**src/rtl/multicycle_datapath.sv**
```systemverilog
// multicycle_datapath: datapath of the multicycle RISC-V core.
// Holds PC/OldPC, the instruction register, the Data/A/WriteData/ALUOut
// holding registers, and a 32x32 register file. It also holds the immediate
// extender and the ALU. It steers the unified-memory address and write data.
// Optional feature: define MULTICYCLE_RF_RESET_EN to clear x1..x31 on reset_n
// low. Without it the register file has no reset and can map to memory.
module multicycle_datapath #(
    parameter logic [31:0] RESET_PC = 32'h0000_0000
) (
    input  logic        clk,
    input  logic        reset_n,
    input  logic [1:0]  immsrc,
    input  logic [1:0]  ALUSrcA,
    input  logic [1:0]  ALUSrcB,
    input  logic [1:0]  ResultSrc,
    input  logic        AdrSrc,
    input  logic [2:0]  ALUControl,
    input  logic        IRWrite,
    input  logic        PCWrite,
    input  logic        RegWrite,
    input  logic [31:0] ReadData,
    output logic [31:0] Adr,
    output logic [31:0] WriteData,
    output logic [6:0]  op,
    output logic [2:0]  funct3,
    output logic        funct7b5,
    output logic        Zero
);

    localparam logic [2:0] ALU_ADD = 3'b000;
    localparam logic [2:0] ALU_SUB = 3'b001;
    localparam logic [2:0] ALU_AND = 3'b010;
    localparam logic [2:0] ALU_OR  = 3'b011;
    localparam logic [2:0] ALU_SLT = 3'b101;

    // Architectural and holding registers
    logic [31:0] pc_q, pc_d;
    logic [31:0] old_pc_q, old_pc_d;
    logic [31:0] instr_q, instr_d;
    logic [31:0] data_q;
    logic [31:0] a_q;
    logic [31:0] write_data_q;
    logic [31:0] alu_out_q;

    // Register file storage; entry 0 is never written and never read
    logic [31:0] rf_q [0:31];

    // Decode fields and combinational datapath nets
    logic [4:0]  rs1, rs2, rd;
    logic [31:0] rd1, rd2;
    logic [31:0] imm_ext;
    logic [31:0] src_a, src_b;
    logic [31:0] alu_result;
    logic [31:0] result;

    assign rs1      = instr_q[19:15];
    assign rs2      = instr_q[24:20];
    assign rd       = instr_q[11:7];
    assign op       = instr_q[6:0];
    assign funct3   = instr_q[14:12];
    assign funct7b5 = instr_q[30];

    // Read ports are combinational; x0 is forced to zero here, so the
    // storage never needs a dedicated zero entry.
    assign rd1 = (rs1 == 5'd0) ? 32'h0 : rf_q[rs1];
    assign rd2 = (rs2 == 5'd0) ? 32'h0 : rf_q[rs2];

    // Immediate extender: every format sign-extends from Instr[31]
    always_comb begin
        imm_ext = 32'h0;
        case (immsrc)
            2'b00: imm_ext = {{20{instr_q[31]}}, instr_q[31:20]};
            2'b01: imm_ext = {{20{instr_q[31]}}, instr_q[31:25], instr_q[11:7]};
            2'b10: imm_ext = {{19{instr_q[31]}}, instr_q[31], instr_q[7],
                              instr_q[30:25], instr_q[11:8], 1'b0};
            2'b11: imm_ext = {{11{instr_q[31]}}, instr_q[31], instr_q[19:12],
                              instr_q[20], instr_q[30:21], 1'b0};
            default: imm_ext = 32'h0;
        endcase
    end

    // ALU operand selection
    always_comb begin
        src_a = 32'h0;
        case (ALUSrcA)
            2'b00:   src_a = pc_q;
            2'b01:   src_a = old_pc_q;
            2'b10:   src_a = a_q;
            default: src_a = 32'h0;
        endcase
        src_b = 32'h0;
        case (ALUSrcB)
            2'b00:   src_b = write_data_q;
            2'b01:   src_b = imm_ext;
            2'b10:   src_b = 32'd4;
            default: src_b = 32'h0;
        endcase
    end

    // ALU: wrapping add/sub, bitwise and/or, signed set-less-than
    always_comb begin
        alu_result = 32'h0;
        case (ALUControl)
            ALU_ADD: alu_result = src_a + src_b;
            ALU_SUB: alu_result = src_a - src_b;
            ALU_AND: alu_result = src_a & src_b;
            ALU_OR:  alu_result = src_a | src_b;
            ALU_SLT: alu_result = {31'h0, ($signed(src_a) < $signed(src_b))};
            default: alu_result = 32'h0;
        endcase
    end

    assign Zero = (alu_result == 32'h0);

    // Result mux feeding PC, the register file and the memory address
    always_comb begin
        result = 32'h0;
        case (ResultSrc)
            2'b00:   result = alu_out_q;
            2'b01:   result = data_q;
            2'b10:   result = alu_result;
            default: result = 32'h0;
        endcase
    end

    assign Adr       = AdrSrc ? result : pc_q;
    assign WriteData = write_data_q;

    // Next-state for the enabled registers; OldPC takes the pre-edge PC
    always_comb begin
        pc_d     = PCWrite ? result : pc_q;
        old_pc_d = IRWrite ? pc_q : old_pc_q;
        instr_d  = IRWrite ? ReadData : instr_q;
    end

    // State registers; the holding registers reload every cycle
    always_ff @(posedge clk or negedge reset_n) begin
        if (!reset_n) begin
            pc_q         <= RESET_PC;
            old_pc_q     <= 32'h0;
            instr_q      <= 32'h0;
            data_q       <= 32'h0;
            a_q          <= 32'h0;
            write_data_q <= 32'h0;
            alu_out_q    <= 32'h0;
        end else begin
            pc_q         <= pc_d;
            old_pc_q     <= old_pc_d;
            instr_q      <= instr_d;
            data_q       <= ReadData;
            a_q          <= rd1;
            write_data_q <= rd2;
            alu_out_q    <= alu_result;
        end
    end

`ifdef MULTICYCLE_RF_RESET_EN
    // Register file write port with reset clearing x1..x31
    always_ff @(posedge clk or negedge reset_n) begin
        if (!reset_n) begin
            for (int i = 1; i < 32; i++) begin
                rf_q[i] <= 32'h0;
            end
        end else if (RegWrite && (rd != 5'd0)) begin
            rf_q[rd] <= result;
        end
    end
`else
    // Register file write port without reset; writes to x0 are dropped.
    // During reset Instr is zero, so rd is x0 and nothing is written.
    always_ff @(posedge clk) begin
        if (RegWrite && (rd != 5'd0)) begin
            rf_q[rd] <= result;
        end
    end
`endif

endmodule

```
**config.mk**
```make
export PLATFORM = sky130hd
export DESIGN_NAME = multicycle_datapath
export DESIGN_NICKNAME = d
export VERILOG_FILES = /design/src/rtl/multicycle_datapath.sv
export SDC_FILE = /design/constraint.sdc
export NUM_CORES = 2
export LEC_CHECK = 0
export ABC_AREA = 0
export BUFFER_PORTS_ARGS = -buffer_cell sky130_fd_sc_hd__buf_4
export CORE_UTILIZATION = 55
export CTS_CLUSTER_SIZE = 14
export DETAILED_ROUTE_END_ITERATION = 7
export GPL_TIMING_DRIVEN = 0
export PLACE_DENSITY = 0.75
export SYNTH_ARGS = -nofsm -noshare
export SYNTH_HDL_FRONTEND = slang
export SYNTH_SLANG_ARGS = --single-unit
```
**constraint.sdc**
```tcl
create_clock -name clk -period 5.59 [get_ports clk]
set_input_delay 0.2795 -clock clk [delete_from_list [all_inputs] [get_ports clk]]
set_output_delay 0.2795 -clock clk [all_outputs]
set_load 0.02 [all_outputs]
```
==> impl_metrics.ini <==
[min_path]
hold_class = in -> reg
min_delay_path_depth = 3
hold-path-endpoint = alu_out_q[13]
min_from = ALUControl[2]

[worst_setup_path]
reg2reg_from = instr_q[20]
crit_type = reg -> out
crit_arrival_ns = 5.61
end_kind = primary output
start_kind = register
path_max_fanout = 5
r2r_end = rf_q[0][22]
crit_required_ns = 5.31
reg2reg_slack_ns = 0.08
worstRegToRegCells = 22

[global_routing]
antenna_found_initial = 3
grt_max_degree = 123
grt_pass1_vias = 39500
grt-ovfl-total = 0
grt_usage_pct = 37.2
grt_pass1_wl_mm = 290

[routing]
wl_per_cell_um = 37.4
vias_per_cell = 7.19
drc_errors = 1
totalWireLength_mm = 209
ant_nets = 0
drtPass1Iterations = 8
drtIter0Drc = 6526
vias = 40100

[timing]
fin_setup_tns_ns = -0.801
worst_pin_slew_ns = 1.50
slew_headroom_pct = -0.236
min_period_ns = 5.89
holdWs_ns = 0.0806
slew_violations = 10
fmax_mhz = 170
skew_ns = 0.0611
setup_violations = 7
fin_crit_sh_pct = 105
hold_viol = 0
fin_ws_ns = -0.297
rsz0062_at_grt = yes

[logic_synthesis]
synthMuxAreaShare_pct = 26.8
syn_area_um2 = 61400
ys_async_sr_fraction_pct = 17.9
synth_edf_count = 1024
synth_top_family_by_area = multiplexers
synth-seq-cells = 1248
synthXorXnorAreaFrac_pct = 0.271
avgSynthCellArea_um2 = 17.0
yosys_most_used_dff = edfxtp_1
syn_inst = 3603
synthAdderAreaFrac_pct = 2.02
yosysSeqAreaShare_pct = 59.2
yosys_warnings = 0
synth_simple_gate_area_share_pct = 4.01
synth_compound_area_share_pct = 5.03
yosysUniqueCellTypes = 96

[run_status]
violations = design-rule violations, max-capacitance violations, max-slew violations, negative setup slack
outcome = complete, but fails checks

[run]
cap_violations = 1

[layout]
nets = 4138
fillers = 7365
syn2layout_area_growth_pct = 15.4
drive_gt1_share_pct = 33.1
fin_util_pct = 64.0

[die]
core_area_um2 = 111000
die_area_um2 = 113000
initial_core_util_pct = 55.4
rows = 122
die_y_um = 336
die_x_um = 336
pin_count = 125

[clocking]
numCtsBuffers = 119
clockBufferDepth = 3
cts_tree = done
cts-root-buf = clkbuf_16
cts_max_level = 3
clk_latency_ns = 0.79
numClockSinks = 1248
clk_transition_reported_paths_ns = 0.06

[placement]
globalplace.congestion = 1.01
io_buffers = 117
dpl.hpwl_mm = 146

[pwr]
power_density_nw_per_um2 = 352
irDropWorstVdd_mv = 0.281
p_leak_nw = 25.0
routing by layer:
| layer | vias up | share of wire (%) | routed length [um] | GRT usage [%] |
|---|---|---|---|---|
| met5 | - | 0.0034 | 7 | 0 |
| met4 | 2 | 7.0 | 14600 | 22.6 |
| met3 | 745 | 14 | 28300 | 10.2 |
| met2 | 3563 | 47 | 97600 | 58.3 |
| met1 | 20500 | 33 | 68300 | 46.4 |
| li1 | 15300 | - | - | - |
registers in the layout, indices dropped and copies added (netlist names):
name,cells
WriteData,32
a_q,32
alu_out_q,32
data_q,32
instr_q,32
old_pc_q,32
pc_q,32
rf_q,1024
cell usage in the layout (no fill, tap or decap), types with 19 or more instances in the layout:
cell           synthesis  layout
clkbuf_16              0     123
dfrtp_1              224     213
o21ai_0               42      39
a21oi_2                5      21
mux2_2                72      69
inv_1                132     129
nor2_1               318     284
mux4_2               640     640
edfxtp_1            1024    1024
clkbuf_1             170     166
ha_1                  96      91
buf_1                 68      53
a21o_1                64      63
buf_12                 0      31
clkinv_1               0      22
clkinv_2               0      26
conb_1                 1      32
dlygate4sd3_1          0      33
nor3_1                36      32
a21oi_1              156     133
buf_2                 20      22
nor2_4                 0      32
nand2_1               87      86
mux2i_1              120     119
nand3_1               20      19
buf_4                 13     180
worst max-delay path by stage:
stage,start,end,slack (ns)
after CTS,instr_q[20],Zero,-0.35
after global placement,instr_q[16],rf_q[16][25],-2.23
after floorplan,instr_q[20],Zero,0.60
final,instr_q[20],Zero,-0.30
after detailed placement,instr_q[16],rf_q[13][25],-2.23
after global routing,instr_q[20],Zero,-0.37
layout make-up:
cell class	count	area, um2	area share (%)
timing repair buffer	249	2540	3.58
antenna	1	2.50	0.00353
sequential	1248	36400	51.4
tap	1488	1860	2.63
clock inverter	67	653	0.922
buffer	259	1190	1.68
clock buffer	153	3270	4.62
inverter	134	507	0.715
multi-input combinational	1979	24400	34.5
timing repair inverter	1	7.51	0.0106
synthesized netlist by cell type, types with 9 or more instances:
cell,count,area share [%]
a211o_1,10,0.14
a211oi_1,14,0.17
a21o_1,64,0.78
a21oi_1,156,1.3
a311oi_1,16,0.23
buf_1,68,0.42
buf_2,20,0.16
buf_4,13,0.16
clkbuf_1,170,1.0
dfrtp_1,224,9.1
edfxtp_1,1024,50
ha_1,96,2.0
inv_1,132,0.81
mux2_2,72,1.3
mux2i_1,120,2.0
mux4_2,640,23
nand2_1,87,0.53
nand2b_1,12,0.12
nand3_1,20,0.16
nand4_1,13,0.13
nor2_1,318,1.9
nor2b_1,11,0.11
nor3_1,36,0.29
o211ai_1,10,0.12
o21ai_0,42,0.34
o221ai_1,9,0.13
o31ai_1,13,0.16
or2_2,11,0.11
or3_1,12,0.12
xnor2_1,14,0.20
cell families (layout without fill, tap and decap cells):
kind of cell,Yosys count,in the layout
flops,1248,1248
mux,832,832
simple gates,560,560
compound gates,438,438
buf+inv,407,863
fa+ha+maj,98,98
xor+xnor,19,19
other cells,1,33
worst max-delay path, cell delays in order (launching register included):
cell and delay (ns):
dfrtp_4 0.58, mux2i_1 0.17, nor3_1 0.06, a21oi_1 0.17
nor2_2 0.09, buf_4 0.18, ha_4 0.15, inv_2 0.05
fa_2 0.24, nor3_4 0.07, buf_6 0.12, o31ai_4 0.35
a211oi_4 0.15, buf_4 0.17, o31ai_2 0.37, a221o_1 0.22
nand3_1 0.22, nor2_1 0.16, nand4_1 0.22, nor4_2 0.36
nand4_1 0.22, nor3_4 0.34, buf_6 0.17
metrics by stage:
stage / std cells / area (um2) / total power [W] / worst slack [ns]
finish: 5579 / 70800 / 0.0249 / -0.297
CTS: 5553 / 70400 / 0.0246 / -0.350
floorplan: 3634 / 61500 / 0.0143 / 0.596
detailed placement: 5275 / 65300 / 0.0163 / -2.23
global placement: 5239 / 64200 / 0.0162 / -2.23
global route: 5578 / 70800 / 0.0255 / -0.366
what timing repair did:
item,CTS,global route
pin swaps,49,49
hold endpoints to repair,166,0
cloned,0,1
buffers inserted,36,27
endpoints found under the setup margin,1103,211
resized for setup,144,72
hold buffers,33,0
power breakdown:
group          switching (W)  leakage (nW)  internal (W)  total [W]
combinational        0.00348          11.0       0.00219    0.00567
sequential          0.000361          12.1        0.0107     0.0111
clock                0.00368          1.94       0.00455    0.00822
total                0.00752          25.0        0.0174     0.0249
No activity file was read; power rests on OpenSTA's default activity.
